$ cat config.mk
export PLATFORM = sky130hd
export DESIGN_NAME = fifo_wr_ctrl
export DESIGN_NICKNAME = d
export VERILOG_FILES = /design/src/rtl/fifo_wr_ctrl.sv
export SDC_FILE = /design/constraint.sdc
export NUM_CORES = 1
export LEC_CHECK = 0
export CAP_MARGIN = 20
export CORE_AREA = 3 3 55 57
export CTS_BUF_LIST = sky130_fd_sc_hd__clkbuf_4 sky130_fd_sc_hd__clkbuf_8 sky130_fd_sc_hd__clkbuf_16
export DETAILED_ROUTE_END_ITERATION = 6
export DIE_AREA = 0 0 58 60
export MAX_ROUTING_LAYER = met4
export PLACE_DENSITY_LB_ADDON = 0.1
export SLEW_MARGIN = 20
export SYNTH_ARGS = -nofsm -noshare
export SYNTH_HDL_FRONTEND = slang
export SYNTH_SLANG_ARGS = --single-unit
$ cat constraint.sdc
create_clock -name wclk -period 4.7 [get_ports wclk]
set_clock_uncertainty 0.2 [all_clocks]
set_input_delay 0.705 -clock wclk [delete_from_list [all_inputs] [get_ports wclk]]
set_output_delay 0.705 -clock wclk [all_outputs]
set_load 0.1 [all_outputs]
$ cat src/rtl/fifo_wr_ctrl.sv
// Write-side front end for the async FIFO: 2-entry skid buffer feeding the FIFO write port,
// with per-burst word counting. Optional stall timeout flag under WR_STALL_TIMEOUT_EN.
module fifo_wr_ctrl #(
    parameter int DATA_W    = 8,
    parameter int MAX_BURST = 8,
    parameter int TIMEOUT   = 16
) (
    input  logic                           wclk,
    input  logic                           reset,
    input  logic                           s_valid,
    output logic                           s_ready,
    input  logic [DATA_W-1:0]              s_data,
    input  logic                           s_last,
    input  logic                           fifo_full,
    output logic                           fifo_we,
    output logic [DATA_W-1:0]              fifo_wdata,
    output logic [$clog2(MAX_BURST+1)-1:0] burst_cnt,
    output logic                           burst_done,
    output logic                           stall_err
);

    localparam int CW = $clog2(MAX_BURST+1);

    typedef enum logic [1:0] {IDLE, ACTIVE, STALL} state_t;

    logic [DATA_W-1:0] data_q [2];
    logic [DATA_W-1:0] data_d [2];
    logic              last_q [2];
    logic              last_d [2];
    logic              wr_ptr_q, wr_ptr_d;
    logic              rd_ptr_q, rd_ptr_d;
    logic [1:0]        occ_q, occ_d;
    state_t            state_q, state_d;
    logic [CW-1:0]     burst_cnt_q, burst_cnt_d;
    logic              burst_done_q, burst_done_d;
    logic [CW-1:0]     cnt_base;
    logic              push, pop, head_last;

    // s_ready depends only on registered occupancy; writes are suppressed while reset is held
    assign s_ready    = (occ_q != 2'd2);
    assign push       = s_valid && s_ready;
    assign fifo_we    = (occ_q != 2'd0) && !fifo_full && !reset;
    assign pop        = fifo_we;
    assign head_last  = (occ_q != 2'd0) && last_q[rd_ptr_q];
    assign fifo_wdata = (occ_q != 2'd0) ? data_q[rd_ptr_q] : '0;
    assign burst_cnt  = burst_cnt_q;
    assign burst_done = burst_done_q;

    always_comb begin
        data_d   = data_q;
        last_d   = last_q;
        wr_ptr_d = wr_ptr_q;
        rd_ptr_d = rd_ptr_q;
        if (push) begin
            data_d[wr_ptr_q] = s_data;
            last_d[wr_ptr_q] = s_last;
            wr_ptr_d         = ~wr_ptr_q;
        end
        if (pop) begin
            rd_ptr_d = ~rd_ptr_q;
        end
        occ_d = occ_q + 2'(push) - 2'(pop);
    end

    always_comb begin
        state_d = state_q;
        case (state_q)
            IDLE: begin
                if (pop)
                    state_d = head_last ? IDLE : ACTIVE;
                else if (occ_q != 2'd0 && fifo_full)
                    state_d = STALL;
            end
            ACTIVE: begin
                if (pop && head_last)
                    state_d = IDLE;
                else if (occ_q != 2'd0 && fifo_full)
                    state_d = STALL;
            end
            STALL: begin
                if (!fifo_full)
                    state_d = ACTIVE;
            end
            default: state_d = IDLE;
        endcase
    end

    // The final count is shown alongside burst_done, then restarts from zero
    always_comb begin
        cnt_base     = burst_done_q ? '0 : burst_cnt_q;
        burst_cnt_d  = cnt_base;
        burst_done_d = pop && head_last;
        if (pop) begin
            if (cnt_base != CW'(MAX_BURST))
                burst_cnt_d = cnt_base + 1'b1;
        end
    end

    always_ff @(posedge wclk) begin
        if (reset) begin
            data_q[0]    <= '0;
            data_q[1]    <= '0;
            last_q[0]    <= 1'b0;
            last_q[1]    <= 1'b0;
            wr_ptr_q     <= 1'b0;
            rd_ptr_q     <= 1'b0;
            occ_q        <= 2'd0;
            state_q      <= IDLE;
            burst_cnt_q  <= '0;
            burst_done_q <= 1'b0;
        end else begin
            data_q       <= data_d;
            last_q       <= last_d;
            wr_ptr_q     <= wr_ptr_d;
            rd_ptr_q     <= rd_ptr_d;
            occ_q        <= occ_d;
            state_q      <= state_d;
            burst_cnt_q  <= burst_cnt_d;
            burst_done_q <= burst_done_d;
        end
    end

`ifdef WR_STALL_TIMEOUT_EN
    localparam int SW = $clog2(TIMEOUT+1);

    logic [SW-1:0] stall_cnt_q, stall_cnt_d;
    logic          stall_err_q, stall_err_d;

    // Counts consecutive cycles spent in STALL; the flag is sticky until reset
    always_comb begin
        stall_cnt_d = '0;
        stall_err_d = stall_err_q;
        if (state_q == STALL) begin
            stall_cnt_d = (stall_cnt_q == SW'(TIMEOUT)) ? stall_cnt_q : stall_cnt_q + 1'b1;
            if (stall_cnt_q == SW'(TIMEOUT-1))
                stall_err_d = 1'b1;
        end
    end

    always_ff @(posedge wclk) begin
        if (reset) begin
            stall_cnt_q <= '0;
            stall_err_q <= 1'b0;
        end else begin
            stall_cnt_q <= stall_cnt_d;
            stall_err_q <= stall_err_d;
        end
    end

    assign stall_err = stall_err_q;
`else
    localparam int unused_timeout = TIMEOUT;

    assign stall_err = 1'b0;
`endif

endmodule

After elaboration in Yosys (flattened, before gate mapping)
Index checks and enable logic that the tools add are counted.

cells by class
  divide/modulo/power cells = 0
  $add $sub $neg = 3
  reduce and logical (&&, ||, !) cells = 9
  shift operators = 0
  bitwise gates (word level) = 4
  $lt $le $gt $ge = 3
  muxes and demuxes = 16
  equality and inequality tests = 2
  multiply operators = 0

operators with widths
  cell                                                        number
  2-to-1 mux 8 bit                                            5
  bitwise mux 16 bit                                          1
  2-to-1 mux 4 bit                                            3
  demux 8 bit (select 1 bit)                                  1
  logical AND 1 bit                                           6
  adder 4 x 1 -> 4 bit, second input constant                 1
  greater-or-equal comparator 2 bit, second input constant    2
  2-to-1 mux 1 bit                                            4
  != test 4 bit, second input constant                        1
  inverter 1 -> 2 bit                                         2
  adder 2 x 1 -> 2 bit                                        1
  bitwise mux 2 bit                                           1
  zero test 1 bit                                             2
  less-than comparator 2 x 1 -> 1 bit, second input constant  1
  != test 2 bit, second input constant                        1
  inverter 1 bit                                              2
  nonzero test 2 bit                                          1
  subtractor 2 x 1 -> 2 bit                                   1
  demux 1 bit (select 1 bit)                                  1

word-level totals
  bits of input ports = 13
  memories kept = 0
  output and inout port bits = 16
  bits in latches = 0
  logic and storage cells = 46
  memory bits (read-only) = 0
  RAM bits = 0
  flip-flop bits (word level) = 27

Longest topological paths before layout
  word-level depth = 6
  gate-level depth with buffers = 11
  gate-level depth less buffers = 9

Least setup slack after synthesis
No wires, ideal clock.

  kind = input to register
  from = input port reset
  to = register occ_q[1]
  setup slack = 1.484 ns
  required time = 4.371 ns
  stages = 11
  setup time = 0.129 ns
  data arrival time = 2.887 ns
  path buffers = 2
  cell sequence = buf_6 -> or2_1 -> buf_6 -> or2_1 -> inv_1 -> ha_1 -> inv_1 -> ha_1 -> xor2_1 -> and2_1 -> nor3_1

on the way
  word-level cells in the longest chain between the ends = 3

ends and longest elaborated chain
  item                       RTL line  source
  start: declaration         9         input logic reset,
  zero test 1 bit            42        assign fifo_we = (occ_q != 2'd0) && !fifo_full && !reset;
  logical AND 1 bit          42
  net fifo_we                15        output logic fifo_we,
  subtractor 2 x 1 -> 2 bit  62        occ_d = occ_q + 2'(push) - 2'(pop);
  end signal: assignment     107       occ_q <= 2'd0;
  end signal: assignment     116       occ_q <= occ_d;
  end: declaration           32        logic [1:0] occ_q, occ_d;

The timed path passes the listed nets, and every way through them passes these cells.
A chain may end at the register's enable or synchronous reset.

Worst setup path after layout
  from = register rd_ptr_q
  to = output port fifo_wdata[6]

on the way
  word-level cells in the longest chain between the ends = 5

ends and longest elaborated chain
  item                                                 RTL line  source
  start: declaration                                   31        logic rd_ptr_q, rd_ptr_d;
  start signal: assignment                             115       rd_ptr_q <= rd_ptr_d;
  inverter 1 -> 2 bit (not written as such)            45        assign fifo_wdata = (occ_q != 2'd0) ? data_q[rd_ptr_q] : '0;
  2-to-1 mux 8 bit (not written as such) (3 in a row)  45
  2-to-1 mux 8 bit                                     45
  end: declaration                                     16        output logic [DATA_W-1:0] fifo_wdata,

Every way passes these cells. The select of a mux whose other input is x is not followed.

==> impl_metrics.toml <==
[detailed_routing]
wl_per_cell_um = 13.52
drt_wl_total_um = 2663
dr_total_vias = 1033
first_iter_violations = 42
drtPass1Iterations = 4
antenna_left = 0
drc = 0
via_per_inst = 5.244

[layout]
syn_to_final_growth_pct = 21.92
drive_gt1_frac = 0.04790
final_area_um2 = 1635
antenna_cells_inserted = 0
final_nets = 183

[clock_tree]
cts_htree_levels = 1
cts_root_buf = "clkbuf_4"
cts_num_sinks = 27
cts_buffers = 3
clk_latency_ns = 0.32
cts.clk_slew.worst_paths_ns = 0.14
cts_setup_buffers = 0
cts_tree = "done"
cts_hold_buffers = 0
cts_resized = 0
clockBufferDepth = 2

[die]
dieArea_um2 = 3480
die_x_um = 58
fp-row-count = 18
die_y_um = 60
core_um2 = 2522
start_util = 0.5317
num_io_pins = 29

[sta]
fin_ws_ns = 1.327
fin_crit_sh = 0.7177
hold_viol_final = 0
maxSlewHeadroom = 0.3441
min_period_ns = 3.373
setup_viol = 0
tightest_slew_ns = 0.9807
fin_tns_setup_ns = 0
rsz0062_at_grt = "false"
fmax_mhz = 296.5
finalMaxSlewViolations = 0

[setup_path]
arrival_ns = 2.47
reg2reg_depth = 10
critPathRequiredTime_ns = 3.80
startpoint_type = "register"
cp_max_fo = 11
r2r-end = "occ_q[1]"
cp-endpoint = "fifo_wdata[6]"
r2r_slack_ns = 2.56
end_kind = "output pin"
r2r_start = "occ_q[1]"
crit_start = "rd_ptr_q"
criticalPathCategory = "reg -> out"

[place]
dp_slack_ns = 1.488
hpwl_um = 1883
gp_congestion = 0.7561
dpl_cell_area_um2 = 1605
portBuffers = 27

[job]
cap_violations = 0

[logic_synthesis]
netlist_area_um2 = 1341
syn_nets = 159
ys_seq_elements = 27
synth_top_area_frac = 0.4030
synth-async-reset-ratio = 0
syn_avg_cell_area_um2 = 9.314
postSynthCellCount = 144
synth_top_area_cell = "dfxtp_1"
yosys_warnings = 0
synth_area_leaders = "dfxtp_1 40%, mux2i_1 21%, nand2b_1 13%"
ys_types = 28
synth_edf_count = 0
ys_seq_area_frac = 0.4030
yosys_most_used_dff = "dfxtp_1"

[global_routing]
grt_max_degree = 37
grt_usage = 0.1740
grt_pass1_wl_um = 4512
grt_overflow = 0
grt_pass1_vias = 1065
antenna_found_initial = 0

[pwr]
power_density_nw_per_um2 = 403.1
peakVddDrop_mv = 0.2816
p_leak_nw = 0.6428

[worst_hold_path]
min_path_type = "reg -> reg"

[outcome]
status = "completed"
==> report_power, final <==
| group | internal (mW) | switching [mW] | leakage (nW) | total [mW] |
|---|---|---|---|---|
| clock | 0.0390 | 0.0645 | 0.0184 | 0.103 |
| sequential | 0.255 | 0.0232 | 0.220 | 0.278 |
| combinational | 0.0879 | 0.190 | 0.404 | 0.278 |
| total | 0.382 | 0.278 | 0.643 | 0.659 |
==> state kept, by name, summed over array words and instances (netlist names) <==
register and count:
data_q 16, burst_cnt 4, last_q 2, occ_q 2
burst_done 1, rd_ptr_q 1, wr_ptr_q 1
==> cell usage in the layout (no fill, tap or decap), types with 3 or more instances in the layout <==
master,n
inv_1,6
or3_1,3
clkbuf_4,4
clkdlybuf4s50_1,26
o31ai_1,3
nand2b_1,28
mux2i_1,28
nor2b_1,3
dfxtp_1,27
nor2_1,12
buf_4,3
a21oi_1,3
==> per-stage QoR <==
step | hold WS [ns] | power, mW | instances | utilization
3_3_place_gp | 0.2570 | 0.5545 | 193 | 0.6364
6_report | 0.2847 | 0.6593 | 197 | 0.6483
2_1_floorplan | 0.2480 | 0.4930 | 144 | -
4_1_cts | 0.2861 | 0.6657 | 197 | 0.6483
5_1_grt | 0.3171 | 0.6993 | 197 | 0.6483
3_5_place_dp | 0.2678 | 0.5620 | 193 | 0.6364
==> worst min-delay path by stage <==
stage / from / end / depth (start not counted)
after floorplan: data_q[12] / data_q[12] / 2
after global placement: data_q[14] / data_q[14] / 2
after detailed placement: data_q[12] / data_q[12] / 2
after CTS: data_q[14] / data_q[14] / 2
after global routing: last_q[1] / last_q[1] / 2
final: data_q[15] / data_q[15] / 2
==> cells in the mapped netlist, types with 3 or more instances <==
cell type	instances
a21oi_1	3
clkbuf_1	7
dfxtp_1	27
inv_1	6
mux2i_1	28
nand2b_1	28
nor2_1	12
nor2b_1	3
o31ai_1	3
or3_1	3
==> kinds of logic after synthesis <==
logic type               Yosys count  synth area share
flip-flops                        27            0.4030
AO/OA/AOI/OAI                     10           0.04851
adder cells (fa/ha/maj)            2           0.01865
multiplexers                      28            0.2090
buffers and inverters             16           0.05877
AND/OR/NAND/NOR                   59            0.2528
XOR/XNOR                           1          0.006531
other                              1          0.002796
==> routing by layer <==
| layer | track usage | share of wire | vias up |
|---|---|---|---|
| met5 | - | 0 | - |
| met4 | 0.06291 | 0.016 | 0 |
| met3 | 0.02592 | 0.040 | 5 |
| met2 | 0.3097 | 0.51 | 29 |
| met1 | 0.1976 | 0.44 | 474 |
| li1 | - | - | 525 |
==> final cells by class <==
cell class | instances | area (um^2)
fillers | 228 | 887.1
multi-input cells | 101 | 721.9
flip-flops and latches | 27 | 540.5
repair buffers | 29 | 282.8
well taps | 30 | 37.54
clock buffers | 4 | 30.03
inverters | 6 | 22.52
==> critical path, cell delays in order (launching register included) <==
cell and delay, ns:
dfxtp_1 0.73, mux2i_1 0.15, nor2_1 0.11, clkdlybuf4s50_1 1.15
No activity file was read; power rests on OpenSTA's default activity.
==> RTL edit 1: new RTL, same settings <==
The parameter `DATA_W` goes from 8 to 9.
--- a/src/rtl/fifo_wr_ctrl.sv
+++ b/src/rtl/fifo_wr_ctrl.sv
@@ -2,5 +2,5 @@
 // with per-burst word counting. Optional stall timeout flag under WR_STALL_TIMEOUT_EN.
 module fifo_wr_ctrl #(
-    parameter int DATA_W    = 8,
+    parameter int DATA_W    = 9,
     parameter int MAX_BURST = 8,
     parameter int TIMEOUT   = 16
Ports: changed (resized fifo_wdata and s_data); port bits go from 29 to 31. The function was not compared with the original's and may differ.
==> RTL edit 1 against the unedited design <==
Total power rose by 8.5%. Routed wire length up 33%. Synthesized area up 6.7%. Worst setup slack lost 0.10 ns. Maximum frequency decreased by 2.9%. Sequential cell count is 2 higher. Cell area rose by 7.4%. Critical path type unchanged. Critical endpoint unchanged. Largest cell class unchanged. Highest routed layer unchanged.
==> RTL edit 1: results (changes against the unedited design) <==
[detailed_routing]
initialDrtViolationCount=39  ; was 42
routedWlPerCell_um=15.9  ; was 13.5 um
vias=1389  ; was 1033
vias_per_cell=6.26  ; was 5.24
drt_first_pass_iters=4  ; unchanged

[worst_setup_path]
arrival_ns=2.57  ; was 2.47 ns
reg2reg_slack_ns=2.19  ; was 2.56 ns
r2r-start=occ_q[0]$_SDFF_PP0_  ; was occ_q[1]$_SDFF_PP0_
cp_max_fo=12  ; was 11
critPathLaunch=rd_ptr_q$_SDFFE_PP0P_  ; was rd_ptr_q$_SDFFE_PP0N_
r2r_cells=8  ; was 10

[synthesis]
yosys-top-cells-count=dfxtp_1, a21oi_1, nand4_1, o31ai_1, nor2_1  ; was mux2i_1, nand2b_1, dfxtp_1
ys_types=30  ; was 28
synth_compound_area_frac=0.232  ; was 0.0485
synth_fa_ha_area_frac=0.00874  ; was 0.0187
syn_nets=186  ; was 159
syn_inst=171  ; was 144
synth_xor_xnor_area_share=0.00612  ; was 0.00653
muxShareOfSynthArea=0.0857  ; was 0.209
yosys-top-cells-area=dfxtp_1, o31ai_1, a21oi_1  ; was dfxtp_1, mux2i_1, nand2b_1
synth_seq_area_share=0.406  ; was 0.403

[global_routing]
grt_pass1_wl_mm=5.90  ; was 4.51 mm
grt_use_total=0.229  ; was 0.174
grt_pass1_vias=1329  ; was 1065
grt_max_degree=31  ; was 37
grt_antenna_before_repair=0  ; unchanged

[layout]
top_register=data_q  ; unchanged
largest_register_ffs=18  ; was 16
fill_cells=229  ; was 228
drive_above_1_share=0.0833  ; was 0.0479
nets=207  ; was 183

[run_status]
outcome=completed  ; unchanged

[place]
placed_cells=215  ; was 193
place_area_um2=1700  ; was 1610 um2
portBuffers=29  ; was 27
hpwl_mm=2.26  ; was 1.88 mm
dp_worst_setup_slack_ns=1.63  ; was 1.49 ns
place_congestion=0.759  ; was 0.756

[hold_path]
hold_class=register to register  ; unchanged
hold-path-endpoint=last_q[0]$_SDFFE_PP0P_  ; was data_q[15]$_SDFFE_PP0P_
hold_start=last_q[0]$_SDFFE_PP0P_  ; was data_q[15]$_SDFFE_PP0P_

[pwr]
switching_power_mw=0.296  ; was 0.278 mW
leakage_nw=0.614  ; was 0.643 nW
p_int_mw=0.419  ; was 0.382 mW
peakVddDrop_uv=270  ; was 282 uV
comb_power_share=0.357  ; was 0.421

[clock_tree]
htree_levels=2  ; was 1
cts.clk_slew.worst_paths_ns=0.09  ; was 0.14 ns
cts_buffers=5  ; was 3

[sta]
worstMarginPinSlew_ns=0.990  ; was 0.981 ns
worst_hold_slack_ns=0.276  ; was 0.285 ns
layout_setup_ws_ns=1.22  ; was 1.33 ns

[RTL edit 1: cell types whose count changed in the layout (fill, tap and decap cells not counted), sizes merged, moves of 3 or more]
cell and change:
nand2b -28, nand4 +20, o31ai +17, clkbuf +3, nor2 +4, mux2i -18
a21oi +22
[RTL edit 1: cell type report]
type | instances | area, um2 | area share
multi-input combinational | 117 | 746 | 0.425
sequential | 29 | 581 | 0.330
timing repair buffer | 32 | 308 | 0.175
clock buffer | 7 | 58.8 | 0.0335
tap | 30 | 37.5 | 0.0214
inverter | 7 | 26.3 | 0.0150
[RTL edit 1: layer usage]
layer / share of wire / global-route usage / vias up
met1: 0.44 / 0.268 / 663
met3: 0.050 / 0.0454 / 8
met2: 0.49 / 0.381 / 49
met4: 0.018 / 0.103 / 0
li1: - / - / 669
met5: 0 / - / -
[RTL edit 1: critical path, stage by stage, from the launching register on]
cell             delay [ns]
dfxtp_1                0.76
mux2i_1                0.17
nor2_1                 0.15
clkdlybuf4s50_1        1.17
==> RTL edit 2: new RTL, same flow settings <==
Made on the original files. Add a define of `WR_STALL_TIMEOUT_EN`.
--- a/src/rtl/fifo_wr_ctrl.sv
+++ b/src/rtl/fifo_wr_ctrl.sv
@@ -1,4 +1,6 @@
 // Write-side front end for the async FIFO: 2-entry skid buffer feeding the FIFO write port,
 // with per-burst word counting. Optional stall timeout flag under WR_STALL_TIMEOUT_EN.
+`define WR_STALL_TIMEOUT_EN
+
 module fifo_wr_ctrl #(
     parameter int DATA_W    = 8,
Check against the original RTL: same outputs for any inputs over 10 cycles, from zero or initial values and one cycle with reset high; that may be too few to reach the edited logic, so the function may still have changed.
==> RTL edit 2 against the unedited design <==
First-iteration DRC count grew 4.8%. Routed wire length grew 40%. Sequential cell count grew 8. Total power grew 31%. Largest power group unchanged. Highest routed layer unchanged. Worst setup slack lost 0.20 ns. Largest cell class unchanged. Final cell count grew 20%. Count of clock-buffer cells in the layout grew 4. Synthesized area grew 24%. Cell area grew 23%.
==> RTL edit 2: results (changes against the unedited design) <==
[pwr]
power.density_nw_per_um2=430  ; was 403 nW/um2
peakVddDrop_uv=413  ; was 282 uV
p_int_mw=0.519  ; was 0.382 mW
seqPwrFrac=0.427  ; was 0.422
leakage_nw=0.785  ; was 0.643 nW
comb_power_share=0.355  ; was 0.421

[detailed_routing]
initialDrtViolationCount=44  ; was 42
vias_per_cell=5.97  ; was 5.24
wl_mm=3.72  ; was 2.66 mm

[global_routing]
grt_pass1_vias=1407  ; was 1065
grt_max_degree=27  ; was 37
grt_pass1_wl_mm=6.09  ; was 4.51 mm

[synthesis]
syn_nets=201  ; was 159
muxShareOfSynthArea=0.114  ; was 0.209
yosysWarningCount=0  ; unchanged
synth_xor_xnor_area_share=0.0211  ; was 0.00653
synth_seq_area_share=0.422  ; was 0.403
yosys-top-cells-area=dfxtp_1, mux2i_1, a31o_2  ; was dfxtp_1, mux2i_1, nand2b_1
synth.top_cell.area_share=0.422  ; was 0.403
synth_compound_area_frac=0.128  ; was 0.0485
ys_types=31  ; was 28
synth_fa_ha_area_frac=0.0527  ; was 0.0187

[clock_tree]
cts.clk_slew.worst_paths_ns=0.10  ; was 0.14 ns
htree_levels=2  ; was 1
post_cts_buffers=0  ; unchanged
cts_buffers=5  ; was 3

[worst_setup_path]
cp_max_fo=12  ; was 11
crit_path_max_incr_delay_ns=1.02  ; was 1.15 ns
arrival_ns=2.66  ; was 2.47 ns

[place]
dp_worst_setup_slack_ns=1.48  ; was 1.49 ns
hpwl_mm=2.70  ; was 1.88 mm
place_congestion=0.779  ; was 0.756
portBuffers=28  ; was 27

[layout]
fill_cells=171  ; was 228
nets=226  ; was 183

[run_status]
outcome=completed  ; unchanged

[sta]
slew_headroom=0.334  ; was 0.344

RTL edit 2: per-stage QoR:
stage | cell area [um2] | hold slack [ns] | std cells
after floorplan | 1660 | 0.234 | 181
after global placement | 1940 | 0.241 | 229
after detailed placement | 1940 | 0.258 | 229
after CTS | 2010 | 0.273 | 237
after global routing | 2010 | 0.297 | 237
final | 2010 | 0.270 | 237
RTL edit 2: metal layers:
| metal | up-vias | share of wire | wire [um] | track usage |
|---|---|---|---|---|
| met1 | 682 | 0.41 | 1540 | 0.262 |
| met2 | 38 | 0.52 | 1950 | 0.406 |
| met5 | - | 0 | 0 | - |
| met3 | 9 | 0.044 | 162 | 0.0410 |
| li1 | 687 | - | - | - |
| met4 | 0 | 0.018 | 67 | 0.129 |
RTL edit 2: final cells by class:
type / count / area share
clock buffer: 8 / 0.0361
timing repair buffer: 28 / 0.138
multi-input combinational: 126 / 0.440
inverter: 10 / 0.0187
sequential: 35 / 0.349
tap: 30 / 0.0187
RTL edit 2: worst paths after layout:
path	start	end	slack (ns)	depth (start not counted)
worst max-delay path	occ_q[1]$_SDFF_PP0_	s_ready	1.13	3
worst min-delay path	data_q[1]$_SDFFE_PP0P_	data_q[1]$_SDFFE_PP0P_	0.27	2
worst max register to register	occ_q[1]$_SDFF_PP0_	occ_q[1]$_SDFF_PP0_	2.05	9
worst min register to register	data_q[1]$_SDFFE_PP0P_	data_q[1]$_SDFFE_PP0P_	0.27	2
RTL edit 2: logic make-up (layout without fill, tap and decap cells):
logic type,after synthesis,after routing
adders and majority gates,7,7
xor gates and xnor gates,4,4
and+or+nand+nor,68,68
DFF,35,35
buffers and inverters,20,46
AOI/OAI and AO/OA,28,28
muxes,19,19
RTL edit 2: tightest hold or removal path, stage by stage (launching register included):
cell,delay (ns)
dfxtp_1,0.33
nand2_1,0.05
mux2i_1,0.05
